**src/rtl/i2c_seq_pkg.sv**
```systemverilog
// Shared constants for the iicmb_m_wb command sequencer: register map,
// controller command codes, CMDR status bits, completion codes and FSM states.
package i2c_seq_pkg;

  localparam logic [1:0] REG_CSR  = 2'd0;
  localparam logic [1:0] REG_DPR  = 2'd1;
  localparam logic [1:0] REG_CMDR = 2'd2;
  localparam logic [1:0] REG_FSMR = 2'd3;

  localparam logic [2:0] CMD_WAIT     = 3'b000;
  localparam logic [2:0] CMD_WRITE    = 3'b001;
  localparam logic [2:0] CMD_READ_ACK = 3'b010;
  localparam logic [2:0] CMD_READ_NAK = 3'b011;
  localparam logic [2:0] CMD_START    = 3'b100;
  localparam logic [2:0] CMD_STOP     = 3'b101;
  localparam logic [2:0] CMD_SET_BUS  = 3'b110;

  localparam int ST_DON = 7;
  localparam int ST_NAK = 6;
  localparam int ST_AL  = 5;
  localparam int ST_ERR = 4;

  localparam logic [7:0] CSR_ENABLE = 8'hC0;

  localparam logic [1:0] ERR_OK   = 2'b00;
  localparam logic [1:0] ERR_NAK  = 2'b01;
  localparam logic [1:0] ERR_AL   = 2'b10;
  localparam logic [1:0] ERR_CTRL = 2'b11;

  typedef enum logic [3:0] {
    S_RESET_EN, S_IDLE, S_SETBUS, S_START, S_ADDR,
    S_WBYTE, S_RBYTE, S_RDPR, S_STOP, S_WAIT, S_DONE
  } seq_state_e;

  function automatic logic [7:0] cmd_byte(input logic [2:0] c);
    return {5'b0, c};
  endfunction

endpackage

```
**src/rtl/i2c_seq_wb_beat.sv**
```systemverilog
// Single-beat Wishbone master: i_start launches one access when idle, o_done
// pulses the cycle after ack, o_rdata holds the last read value until the next read.
module i2c_seq_wb_beat #(
  parameter int AW = 2,
  parameter int DW = 8
) (
  input  logic          clk_i,
  input  logic          rst_n_i,
  input  logic          i_start,
  input  logic          i_we,
  input  logic [AW-1:0] i_adr,
  input  logic [DW-1:0] i_dat,
  output logic          o_done,
  output logic [DW-1:0] o_rdata,
  output logic          o_cyc,
  output logic          o_stb,
  output logic          o_we,
  output logic [AW-1:0] o_adr,
  output logic [DW-1:0] o_dat,
  input  logic [DW-1:0] i_wb_dat,
  input  logic          i_ack
);

  logic          r_cyc, r_we, r_done;
  logic [AW-1:0] r_adr;
  logic [DW-1:0] r_dat, r_rdata;

  always_ff @(posedge clk_i or negedge rst_n_i) begin
    if (!rst_n_i) begin
      r_cyc   <= 1'b0;
      r_we    <= 1'b0;
      r_done  <= 1'b0;
      r_adr   <= '0;
      r_dat   <= '0;
      r_rdata <= '0;
    end else begin
      r_done <= 1'b0;
      if (r_cyc) begin
        if (i_ack) begin
          r_cyc  <= 1'b0;
          r_done <= 1'b1;
          if (!r_we) r_rdata <= i_wb_dat;
        end
      end else if (i_start) begin
        r_cyc <= 1'b1;
        r_we  <= i_we;
        r_adr <= i_adr;
        r_dat <= i_dat;
      end
    end
  end

  assign o_cyc   = r_cyc;
  assign o_stb   = r_cyc;
  assign o_we    = r_we;
  assign o_adr   = r_adr;
  assign o_dat   = r_dat;
  assign o_done  = r_done;
  assign o_rdata = r_rdata;

endmodule

```
**src/rtl/i2c_wb_sequencer.sv**
```systemverilog
// Expands one high-level I2C transaction into the iicmb_m_wb register sequence
// (set bus, start, address, data, stop), polling CMDR for completion.
module i2c_wb_sequencer
  import i2c_seq_pkg::*;
#(
  parameter int WB_ADDR_WIDTH = 2,
  parameter int WB_DATA_WIDTH = 8,
  parameter int LEN_WIDTH     = 6,
  parameter bit USE_IRQ       = 1'b0
) (
  input  logic                     clk_i,
  input  logic                     rst_n_i,
  input  logic                     req_valid_i,
  output logic                     req_ready_o,
  input  logic [3:0]               req_bus_i,
  input  logic [6:0]               req_addr_i,
  input  logic                     req_rd_i,
  input  logic [LEN_WIDTH-1:0]     req_len_i,
  input  logic                     wdata_valid_i,
  output logic                     wdata_ready_o,
  input  logic [7:0]               wdata_i,
  output logic                     rdata_valid_o,
  input  logic                     rdata_ready_i,
  output logic [7:0]               rdata_o,
  output logic                     done_o,
  output logic [1:0]               err_o,
  output logic                     cyc_o,
  output logic                     stb_o,
  output logic                     we_o,
  output logic [WB_ADDR_WIDTH-1:0] adr_o,
  output logic [WB_DATA_WIDTH-1:0] dat_o,
  input  logic [WB_DATA_WIDTH-1:0] dat_i,
  input  logic                     ack_i,
  input  logic                     irq_i
);

  localparam int CW = LEN_WIDTH + 1;

  seq_state_e r_state, r_phase;
  logic          r_pend, r_step, r_rd, r_rvalid;
  logic [CW-1:0] r_cnt;
  logic [3:0]    r_bus;
  logic [6:0]    r_addr;
  logic [1:0]    r_err;
  logic [7:0]    r_rbyte;

  logic                     w_start, w_we, w_done, w_last;
  logic [WB_ADDR_WIDTH-1:0] w_adr;
  logic [WB_DATA_WIDTH-1:0] w_dat, w_rdata;

  assign w_last = (r_cnt == CW'(1));

  // r_pend marks a beat in flight; r_step selects DPR (0) or CMDR (1) in two-beat phases
  always_comb begin
    w_start = 1'b0;
    w_we    = 1'b1;
    w_adr   = WB_ADDR_WIDTH'(REG_CMDR);
    w_dat   = '0;
    case (r_state)
      S_RESET_EN: begin
        w_start = !r_pend;
        w_adr   = WB_ADDR_WIDTH'(REG_CSR);
        w_dat   = WB_DATA_WIDTH'(CSR_ENABLE);
      end
      S_SETBUS: begin
        w_start = !r_pend;
        if (!r_step) begin
          w_adr = WB_ADDR_WIDTH'(REG_DPR);
          w_dat = WB_DATA_WIDTH'({4'h0, r_bus});
        end else w_dat = WB_DATA_WIDTH'(cmd_byte(CMD_SET_BUS));
      end
      S_START: begin
        w_start = !r_pend;
        w_dat   = WB_DATA_WIDTH'(cmd_byte(CMD_START));
      end
      S_ADDR: begin
        w_start = !r_pend;
        if (!r_step) begin
          w_adr = WB_ADDR_WIDTH'(REG_DPR);
          w_dat = WB_DATA_WIDTH'({r_addr, r_rd});
        end else w_dat = WB_DATA_WIDTH'(cmd_byte(CMD_WRITE));
      end
      S_WBYTE: begin
        w_start = !r_pend && (r_step || wdata_valid_i);
        if (!r_step) begin
          w_adr = WB_ADDR_WIDTH'(REG_DPR);
          w_dat = WB_DATA_WIDTH'(wdata_i);
        end else w_dat = WB_DATA_WIDTH'(cmd_byte(CMD_WRITE));
      end
      S_RBYTE: begin
        w_start = !r_pend;
        w_dat   = WB_DATA_WIDTH'(cmd_byte(w_last ? CMD_READ_NAK : CMD_READ_ACK));
      end
      S_RDPR: begin
        w_start = !r_pend && !r_rvalid;
        w_we    = 1'b0;
        w_adr   = WB_ADDR_WIDTH'(REG_DPR);
      end
      S_STOP: begin
        w_start = !r_pend;
        w_dat   = WB_DATA_WIDTH'(cmd_byte(CMD_STOP));
      end
      S_WAIT: begin
        w_start = !r_pend && (!USE_IRQ || irq_i);
        w_we    = 1'b0;
      end
      default: ;
    endcase
  end

  always_ff @(posedge clk_i or negedge rst_n_i) begin
    if (!rst_n_i) begin
      r_state  <= S_RESET_EN;
      r_phase  <= S_IDLE;
      r_pend   <= 1'b0;
      r_step   <= 1'b0;
      r_cnt    <= '0;
      r_bus    <= '0;
      r_addr   <= '0;
      r_rd     <= 1'b0;
      r_err    <= ERR_OK;
      r_rvalid <= 1'b0;
      r_rbyte  <= '0;
    end else begin
      if (w_start) r_pend <= 1'b1;
      if (w_done)  r_pend <= 1'b0;
      case (r_state)
        S_RESET_EN: if (w_done) r_state <= S_IDLE;
        S_IDLE: if (req_valid_i) begin
          r_bus   <= req_bus_i;
          r_addr  <= req_addr_i;
          r_rd    <= req_rd_i;
          r_cnt   <= (req_len_i == '0) ? (CW'(1) << LEN_WIDTH) : {1'b0, req_len_i};
          r_err   <= ERR_OK;
          r_step  <= 1'b0;
          r_state <= S_SETBUS;
        end
        S_SETBUS, S_ADDR, S_WBYTE: if (w_done) begin
          r_step <= ~r_step;
          if (r_step) begin
            r_phase <= r_state;
            r_state <= S_WAIT;
          end
        end
        S_START, S_RBYTE, S_STOP: if (w_done) begin
          r_phase <= r_state;
          r_state <= S_WAIT;
        end
        S_RDPR: begin
          if (w_done) begin
            r_rvalid <= 1'b1;
            r_rbyte  <= w_rdata[7:0];
          end
          if (r_rvalid && rdata_ready_i) begin
            r_rvalid <= 1'b0;
            if (w_last) r_state <= S_STOP;
            else begin
              r_cnt   <= r_cnt - CW'(1);
              r_state <= S_RBYTE;
            end
          end
        end
        S_WAIT: if (w_done && (w_rdata[7:4] != 4'h0)) begin
          // a stop that itself reports trouble still ends the transaction
          if (r_phase == S_STOP) r_state <= S_DONE;
          else if (w_rdata[ST_AL]) begin
            r_err   <= ERR_AL;
            r_state <= S_DONE;
          end else if (w_rdata[ST_ERR]) begin
            r_err   <= ERR_CTRL;
            r_state <= S_STOP;
          end else if (w_rdata[ST_NAK] && (r_phase == S_ADDR || r_phase == S_WBYTE)) begin
            r_err   <= ERR_NAK;
            r_state <= S_STOP;
          end else begin
            case (r_phase)
              S_SETBUS: r_state <= S_START;
              S_START:  r_state <= S_ADDR;
              S_ADDR:   r_state <= r_rd ? S_RBYTE : S_WBYTE;
              S_RBYTE:  r_state <= S_RDPR;
              S_WBYTE: begin
                if (w_last) r_state <= S_STOP;
                else begin
                  r_cnt   <= r_cnt - CW'(1);
                  r_state <= S_WBYTE;
                end
              end
              default:  r_state <= S_DONE;
            endcase
          end
        end
        S_DONE:  r_state <= S_IDLE;
        default: r_state <= S_IDLE;
      endcase
    end
  end

  i2c_seq_wb_beat #(.AW(WB_ADDR_WIDTH), .DW(WB_DATA_WIDTH)) u_beat (
    .clk_i    (clk_i),
    .rst_n_i  (rst_n_i),
    .i_start  (w_start),
    .i_we     (w_we),
    .i_adr    (w_adr),
    .i_dat    (w_dat),
    .o_done   (w_done),
    .o_rdata  (w_rdata),
    .o_cyc    (cyc_o),
    .o_stb    (stb_o),
    .o_we     (we_o),
    .o_adr    (adr_o),
    .o_dat    (dat_o),
    .i_wb_dat (dat_i),
    .i_ack    (ack_i)
  );

  assign req_ready_o   = (r_state == S_IDLE);
  assign wdata_ready_o = (r_state == S_WBYTE) && !r_step && !r_pend && wdata_valid_i;
  assign rdata_valid_o = r_rvalid;
  assign rdata_o       = r_rbyte;
  assign done_o        = (r_state == S_DONE);
  assign err_o         = done_o ? r_err : ERR_OK;

endmodule
```
**config.mk**
```make
export PLATFORM = sky130hd
export DESIGN_NAME = i2c_wb_sequencer
export DESIGN_NICKNAME = d
export VERILOG_FILES = /design/src/rtl/i2c_seq_pkg.sv /design/src/rtl/i2c_seq_wb_beat.sv /design/src/rtl/i2c_wb_sequencer.sv
export SDC_FILE = /design/constraint.sdc
export NUM_CORES = 1
export LEC_CHECK = 0
export ABC_AREA = 1
export CAP_MARGIN = 20
export CORE_MARGIN = 1.5
export CORE_UTILIZATION = 47
export CTS_CLUSTER_DIAMETER = 30
export CTS_CLUSTER_SIZE = 30
export DETAILED_ROUTE_END_ITERATION = 8
export PLACE_DENSITY = 0.77
export SYNTH_ARGS = -nofsm -noshare
export SYNTH_HDL_FRONTEND = slang
export SYNTH_HIERARCHICAL = 1
export SYNTH_SLANG_ARGS = --single-unit
```
**constraint.sdc**
```tcl
create_clock -name clk_i -period 1.55 [get_ports clk_i]
set_input_delay 0.3875 -clock clk_i [delete_from_list [all_inputs] [get_ports clk_i]]
set_output_delay 0.3875 -clock clk_i [all_outputs]
set_load 0.01 [all_outputs]
```
======== After elaboration in Yosys (flattened, before gate mapping) ========
Cells that the tools add are included.
operators by class
  equal/unequal tests ..................... 30
  reduce and logical (&&, ||, !) cells .... 36
  mux-type cells .......................... 60
  bitwise operators ....................... 3
  add/subtract/negate cells ............... 1
operator list
  operator                                                                  number
  7-bit 2-to-1 mux                                                          10
  4-bit 2-to-1 mux                                                          17
  8-bit case mux with 7 select lines                                        1
  4-bit by 3-bit equality test with 1-bit output (second input constant)    7
  4-bit case mux with 6 select lines                                        1
  7-bit case mux with 3 select lines                                        1
  4-bit case mux with 5 select lines                                        1
  2-bit 2-to-1 mux                                                          9
  4-bit by 2-bit equality test with 1-bit output (second input constant)    4
  4-bit equality test (second input constant)                               4
  8-bit 2-to-1 mux                                                          2
  2-bit inequality test (second input constant)                             8
  1-bit 2-to-1 mux                                                          13
  2-bit nonzero test                                                        5
  9-bit AND reduction                                                       1
  1-bit logical AND                                                         8
  2-bit by 1-bit inequality test with 1-bit output (second input constant)  4
  4-bit case mux with 2 select lines                                        1
  2-bit AND reduction                                                       4
  7-bit by 1-bit equality test with 1-bit output (second input constant)    1
  7-bit AND reduction                                                       1
  7-bit OR reduction                                                        1
  7-bit by 1-bit subtractor with 7-bit output (second input constant)       1
  6-bit zero test                                                           1
  other kinds (17)                                                          24
word-level totals
  output and inout bits ................... 27
  logic and storage cells ................. 147
  bits in registers ....................... 61
  bits of input ports ..................... 41

======== Depth between registers and ports, before layout ========
  depth in word-level cells ............... 9
  mapped depth ............................ 13
  mapped depth without buffers ............ 13

======== Modules after synthesis ========
Netlist, hierarchy kept.
by module, submodules not included
  module            cells each  sequential area each (µm²)  area each (µm²)  instances
  i2c_wb_sequencer  357         1,002.2                     2,532.4          1
  i2c_seq_wb_beat   91          525.5                       869.6            1

======== Worst setup path before layout ========
No wires, ideal clock.
  path kind ............................... register -> register
  start ................................... register r_state[3]
  end ..................................... register u_beat.r_we (netlist: u_beat/o_we)
  data required time ...................... 1,433 ps
  data arrival time ....................... 1,529 ps
  clock period less this slack ............ 1,646 ps
  setup time .............................. 117 ps
  buffers on the path ..................... 1
  stages on the path, launching flop included .. 13
  path slack .............................. -96 ps
  path through ............................ dfrtp_1 -> inv_2 -> nand2_1 -> nor2_1 -> nand2_1 -> nand2_1 -> o21ai_0 -> nand4_1 -> nor2b_1 -> nand2_2 -> buf_6 -> nand2_1 -> nand2_1
between the ends
  cells in the longest elaborated chain, start to end .. 4
  elaborated cells on any way between the ends .. 14
  those cells by class .................... eq/ne: 8; mux: 2; reduce/logical: 4
RTL lines
  item                                               RTL line                 RTL
  start: declaration                                 i2c_wb_sequencer.sv:39   seq_state_e r_state, r_phase;
  start signal: assignment                           i2c_wb_sequencer.sv:179  S_ADDR: r_state <= r_rd ? S_RBYTE : S_WBYTE;
  4-bit equality test, or another cell as far along  i2c_wb_sequencer.sv:59   case (r_state)
  7-bit OR reduction (no line)                       --
  1-bit case mux with 3 select lines *               i2c_wb_sequencer.sv:59
  named net w_start                                  i2c_wb_sequencer.sv:47   logic w_start, w_we, w_done, w_last;
  2-bit AND reduction (no line) *                    --
  end signal: assignment                             i2c_seq_wb_beat.sv:46    r_we <= i_we;
  end: declaration                                   i2c_seq_wb_beat.sv:24    logic r_cyc, r_we, r_done;
The timed path passes the listed nets; every way through them passes the cells marked *.
A chain may end at the register's enable or synchronous reset.

======== Worst setup path after layout ========
  start ................................... register r_state[3]
  end ..................................... register r_state[0]
between the ends
  cells in the longest elaborated chain, start to end .. 4
  elaborated cells on any way between the ends .. 21
  those cells by class .................... eq/ne: 16; mux: 1; reduce/logical: 4
RTL lines
  item                                                                          RTL line                 RTL
  4-bit by 2-bit equality test with 1-bit output, or another cell as far along  i2c_wb_sequencer.sv:127  case (r_state)
  3-bit OR reduction (on tied branches)                                         --
  2-bit by 1-bit inequality test with 1-bit output (no line)                    --
  7-bit AND reduction (no line)                                                 --
Several ways; a longest one is shown, not always the timed one.

==> results.md <==
* Die area at 0.00776 mm^2
* Ys Warns at 6
* Worst min-delay path category: reg -> reg
* Destination of the worst register-to-register timing path: r_state[0]$_DFFE_PN0P_
* Number of hold-slack violations in the final timing report at 0
* Clock tree buffer depth at 2
* Number of vias per cell after detailed routing at 5.71
* Count of different cell masters after synthesis at 40
* Flip-flop and latch count after synthesis at 61
* Final Total Pwr at 9.45 mW
* Final period demand of the worst path at 1.91 ns
* Most common cell after layout, fill and taps aside: sky130_fd_sc_hd__nand2_1
* Layout overhead on the synthesized area at 59.1%
* Worst reg-to-reg path cell count at 15
* Slew Limit Fails at 0
* Worst path required time at 1.78 ns
* Slew at the pin with the worst max-slew slack at 0.487 ns
* Max Fanout on Critical Path at 5
* Gate count of the mapped netlist at 448
* Synthesized net count at 491
* Setup repair after global routing missed its margin: true
* Startpoint type of the worst setup path: register
* Cell area after synthesis at 0.00340 mm^2
* Type of the worst setup path: reg -> reg
* Setup slack of the critical path after layout at -0.357 ns
* Worst vdd rail ir drop at 0.841 mV
* Count of antenna-violating nets left after detailed routing at 0
* Detailed placer's ending HPWL at 6770 um
* I/O Pins at 68
* Main synth FF type: sky130_fd_sc_hd__dfrtp_1
* Maximum number of pins on one net before global-route repair at 36
* Buffers and inverters on the worst path at 6
* Final wirelength at 12200 um
* Delay of the slowest cell on the worst path at 0.46 ns
* Layout Nets at 637
* Chip height at 88.1 um
* Achievable frequency at 0.524 GHz
* Worst slew margin at 67.5%
* Post-synthesis sequential area ratio at 44.9%
* Num CTS Buffers at 9
* CP Depth at 15
* Final setup fails at 57
* Violated checks: setup timing
* Fraction of synthesis flops using an asynchronous set or reset pin at 100%
* Post-Route Setup TNS at -12.47 ns
* Mean routed wirelength per cell at 17.6 um
* Final global-route overflow total at 0
* Worst-path clk slew at 0.07 ns
* Launch point of the worst reg-to-reg path: r_state[3]$_DFFE_PN0P_
* Data arrival time at the worst-slack endpoint at 2.14 ns
* Area share of the largest cell type after synthesis at 44.1%
* Via total after detailed routing at 3967
* Horizontal die dimension at 88.1 um
* Average cell area after synthesis at 7.59 um^2
* Initial Util at 49.3%
* Buffers on Ports at 66
* Number of sinks driven by the clock tree at 61
* Number of detailed-route iterations in the first pass at 6
* Final estimated routing congestion in global placement at 0.947
* Antenna violations before repair at 0
* First-pass GRT wire length at 17400 um
* Antenna cell count at 0
* H-tree levels at 3
* Latest clock arrival within the worst-skew pair at 0.35 ns
* Critical path capture point: r_state[0]$_DFFE_PN0P_
* Number of flops mapped to enable cells by yosys at 0
* Num rows at 30
* Floorplan Core Area at 0.00691 mm^2
* Detailed-route DRC error count at 0
* FF-to-FF setup slack at -0.36 ns
* Slowest-stage cell, CP: sky130_fd_sc_hd__dfrtp_2
* Share of the clock period used by the worst path after layout at 123%
* Leakage at 2.74 nW
* Master cell of the clock root buffer: sky130_fd_sc_hd__clkbuf_8
* Largest cells by area after synthesis: sky130_fd_sc_hd__dfrtp_1, sky130_fd_sc_hd__nand2_1, sky130_fd_sc_hd__inv_1, sky130_fd_sc_hd__nand3_1, sky130_fd_sc_hd__o21ai_0
* TritonCTS clock tree: built
* Kind of cell adding the most delay to the critical path: simple AND/OR/NAND/NOR gates
* Post-Place Worst Slack at -0.470 ns
* Standard cell area after detailed placement at 0.00457 mm^2
* Share of layout cells above drive strength 1 at 37.6%
* DRC violation total after the first TritonRoute iteration at 351
* Areal power density over the cells at 1750 mW/mm^2
* Setup Skew at 0.00866 ns
* Number of global-route vias before repair at 3729
* Cell area after layout at 0.00541 mm^2
* Origin of the worst setup path: r_state[3]$_DFFE_PN0P_
* Crit path cell chain: buf_6 -> nor2_4 -> inv_2 -> buf_4 -> nor2_4 -> buf_4 -> nand2_1 -> nand2_2 -> inv_2 -> nand2_2 -> nor2_4 -> nand2_4 -> inv_4 -> nand2_2 -> nand2_1
* Highest-count cells in the layout ignoring fill and taps: sky130_fd_sc_hd__nand2_1, sky130_fd_sc_hd__dfrtp_1, sky130_fd_sc_hd__buf_4
* Outcome: finished with violations
* Max-cap check violation count at 0
* Critical Path Sink Type: register
* Leading area contributor after synthesis: sky130_fd_sc_hd__dfrtp_1
* Total routing usage reported by global routing at 29.8%
cell usage after synthesis, types with 3 or more instances:
| cell type | number |
|---|---|
| sky130_fd_sc_hd__inv_1 | 39 |
| sky130_fd_sc_hd__nand2_1 | 162 |
| sky130_fd_sc_hd__nor2_2 | 5 |
| sky130_fd_sc_hd__buf_4 | 4 |
| sky130_fd_sc_hd__buf_6 | 4 |
| sky130_fd_sc_hd__dfrtp_1 | 60 |
| sky130_fd_sc_hd__o21ai_0 | 26 |
| sky130_fd_sc_hd__nor2_1 | 29 |
| sky130_fd_sc_hd__mux2_2 | 3 |
| sky130_fd_sc_hd__nand4_1 | 17 |
| sky130_fd_sc_hd__inv_2 | 14 |
| sky130_fd_sc_hd__nand3_1 | 29 |
| sky130_fd_sc_hd__o21ai_2 | 8 |
| sky130_fd_sc_hd__nor3_1 | 3 |
| sky130_fd_sc_hd__o21ai_1 | 7 |
| sky130_fd_sc_hd__nand2_2 | 8 |
area by class of cell:
type                       instances  area, um^2
clock buffer                      10         138
clock inverter                     6        62.6
fill                             424        1490
inverter                          53         210
multi-input combinational        325        2010
sequential                        61        1530
tap                               96         120
timing repair buffer             143        1330
timing repair inverter             1        7.51
routing by layer:
layer  GRT usage, %  vias up  wire length [um]
li1               -     1744                 -
met1           33.8     1881              4330
met2           53.2      250              6210
met3           5.75       92               865
met4           14.9        0               818
met5              0        -                 0
state kept, by name (all words and copies together), names as in the netlist:
signal	count
r_phase	4
r_bus	4
r_rd	1
u_beat/o_cyc	1
r_state	4
u_beat/o_dat	8
u_beat/o_we	1
r_addr	7
r_cnt	7
u_beat/o_adr	2
rdata_o	8
r_step	1
r_err	2
rdata_valid_o	1
u_beat/o_done	1
u_beat/o_rdata	8
r_pend	1
worst register-to-register path, cell delays in order (launching register included):
cell	delay (ns)
sky130_fd_sc_hd__dfrtp_2	0.46
sky130_fd_sc_hd__buf_6	0.15
sky130_fd_sc_hd__nor2_4	0.12
sky130_fd_sc_hd__inv_2	0.06
sky130_fd_sc_hd__buf_4	0.14
sky130_fd_sc_hd__nor2_4	0.09
sky130_fd_sc_hd__buf_4	0.13
sky130_fd_sc_hd__nand2_1	0.06
sky130_fd_sc_hd__nand2_2	0.10
sky130_fd_sc_hd__inv_2	0.07
sky130_fd_sc_hd__nand2_2	0.08
sky130_fd_sc_hd__nor2_4	0.05
sky130_fd_sc_hd__nand2_4	0.09
sky130_fd_sc_hd__inv_4	0.06
sky130_fd_sc_hd__nand2_2	0.06
sky130_fd_sc_hd__nand2_1	0.07
cell families after synthesis:
logic type,Yosys count,share of synthesized area (%)
simple gates,266,35.2
flops,61,44.9
mux,4,1.32
buf+inv,63,8.31
xor+xnor,1,0.257
fa+ha+maj,2,0.735
compound gates,51,9.31
worst min path at each step:
stage	start	to	slack, ns	cells after the start
2_1_floorplan	rst_n_i	r_addr[0]$_DFFE_PN0P_	0.09	0
3_3_place_gp	rst_n_i	rdata_o[0]$_DFFE_PN0P_	0.36	1
3_5_place_dp	rst_n_i	rdata_o[0]$_DFFE_PN0P_	0.37	1
4_1_cts	u_beat/o_rdata[7]$_DFFE_PN0P_	u_beat/o_rdata[7]$_DFFE_PN0P_	0.48	2
5_1_grt	r_addr[1]$_DFFE_PN0P_	r_addr[1]$_DFFE_PN0P_	0.50	2
6_report	u_beat/o_dat[4]$_DFFE_PN0P_	u_beat/o_dat[4]$_DFFE_PN0P_	0.47	2
report_power, final:
group / switching (mW) / total [mW] / internal, mW
Sequential: 0.495 / 2.67 / 2.18
Combinational: 3.14 / 5.33 / 2.19
Clock: 0.671 / 1.45 / 0.779
Total: 4.30 / 9.45 / 5.15
what timing repair did:
item                                    4_1_cts  5_1_grt
gates cloned                                  4        0
endpoints found under the setup margin       77       57
resized for setup                           123       68
pin swaps                                    23       37
hold buffers                                  1        0
endpoints found under the hold margin         3        0
setup buffers                                18        5
stage by stage:
stage,std cells,hold WS (ns),utilization [%]
final,695,0.473,78.4
after global routing,695,0.497,78.4
after CTS,695,0.476,75.4
after detailed placement,657,0.368,66.2
after global placement,657,0.360,66.2
after floorplan,448,0.0919,-
Power figures use the tool's default switching activity.
==> edit: new RTL, config.mk and constraints unchanged <==
The parameter `WB_ADDR_WIDTH` goes from 2 to 4.
--- a/src/rtl/i2c_wb_sequencer.sv
+++ b/src/rtl/i2c_wb_sequencer.sv
@@ -3,7 +3,7 @@
 module i2c_wb_sequencer
   import i2c_seq_pkg::*;
 #(
-  parameter int WB_ADDR_WIDTH = 2,
+  parameter int WB_ADDR_WIDTH = 4,
   parameter int WB_DATA_WIDTH = 8,
   parameter int LEN_WIDTH     = 6,
   parameter bit USE_IRQ       = 1'b0
Ports: changed (resized adr_o); port bits go from 68 to 70. No check against the original RTL was run, so the function may have changed too.
==> edit against the unedited design <==
The flow still finishes with violations (setup timing); total power shrank 0.32%; global-route usage down 1.8 points; utilization fell by 2.1 points; sequential share of layout area is 0.46 points higher; non-clock buffer count is 10 higher; sequential power increased by 3%; worst hold slack worse by 460 ps; worst setup slack better by 49 ps; area after synthesis is 2.1% higher; final area rose by 1.6%; sequential cell count grew 2; wire length fell by 9.6%; largest cell class unchanged.
==> edit: results (changes against the unedited design) <==
| Metric | Value |
|---|---|
| Vias in the first global route | `3818 (was 3729)` |
| Switching Fraction | `43.7% (was 45.5%)` |
| Largest cells by area after synthesis | `dfrtp_1, nand2_1, nand3_1, inv_1, o21ai_0 (was dfrtp_1, nand2_1, inv_1, nand3_1, o21ai_0)` |
| Outcome | `complete, but fails checks (unchanged)` |
| Total negative setup slack | `-9910 ps (was -12470 ps)` |
| VDD IR-drop max | `0.911 mV (was 0.841 mV)` |
| Drt pass-1 iters | `5 (was 6)` |
| Routed met2 length | `5.97 mm (was 6.21 mm)` |
| Post-Synth Adder-Cell Area | `0.721% (was 0.736%)` |
| Leakage power | `0.00285 uW (was 0.00274 uW)` |
| Largest net degree at the start of global routing | `64 (was 36)` |
| R2r startpoint | `r_state[0]$_DFFE_PN0P_ (was r_state[3]$_DFFE_PN0P_)` |
| Sequential cell area | `1580 sq um (was 1530 sq um)` |
| Fillers | `548 (was 424)` |
| Iter 0 DRT Violations | `218 (was 351)` |
| GRT Resource Usage Total | `28.0% (was 29.8%)` |
| Met1 usage in global routing | `32.0% (was 33.8%)` |
| Non-clk buf share | `25.0% (was 24.6%)` |
| Worst setup margin | `-308 ps (was -357 ps)` |
| Clock skew | `11.1 ps (was 8.66 ps)` |
| Port Buf Inserts | `68 (was 66)` |
| CP Max Fanout | `6 (was 5)` |
| Die width | `89.0 um (was 88.1 um)` |
| Worst path max stage delay | `390 ps (was 460 ps)` |
| Yosys cell types | `41 (was 40)` |
| Violations in the final reports | `setup timing (unchanged)` |
| Sequential share of cell area | `28.8% (was 28.3%)` |
| Setup violations, final | `52 (was 57)` |
| Post-DP Area | `4690 sq um (was 4570 sq um)` |
| Clk pwr share | `15.0% (was 15.3%)` |
| Final non-filler cell total | `718 (was 695)` |
| Pwr dens | `1710 nW/um^2 (was 1750 nW/um^2)` |
| Dpl ws | `-479 ps (was -470 ps)` |
| FFs & Latches | `63 (was 61)` |
| Syn avg cell area | `7.60 sq um (was 7.59 sq um)` |
| Synth Area in XOR/XNOR | `0.252% (was 0.257%)` |
| Dpl cells | `671 (was 657)` |
| Hpwl dp | `6.87 mm (was 6.77 mm)` |
| Vias per cell | `5.27 (was 5.71)` |
## edit: how the worst max path moves through the flow
stage / start / endpoint / slack [ps] / cells past startpoint
6_report: r_state[0]$_DFFE_PN0P_ / u_beat/o_dat[3]$_DFFE_PN0P_ / -310 / 13
5_1_grt: r_state[2]$_DFFE_PN0P_ / u_beat/o_dat[3]$_DFFE_PN0P_ / -390 / 11
4_1_cts: r_state[0]$_DFFE_PN0P_ / err_o[0] / -240 / 7
3_5_place_dp: wdata_valid_i / wdata_ready_o / -480 / 4
3_3_place_gp: wdata_valid_i / wdata_ready_o / -440 / 4
2_1_floorplan: r_state[0]$_DFFE_PN0P_ / u_beat/o_adr[0]$_DFFE_PN0P_ / 2 / 11
## edit: what timing repair did
item | in CTS | in global routing
resized for setup | 116 | 65
endpoints found under the setup margin | 77 | 59
cloned | 6 | 0
buffers inserted | 19 | 10
endpoints found under the hold margin | 0 | 0
pin swaps | 23 | 24
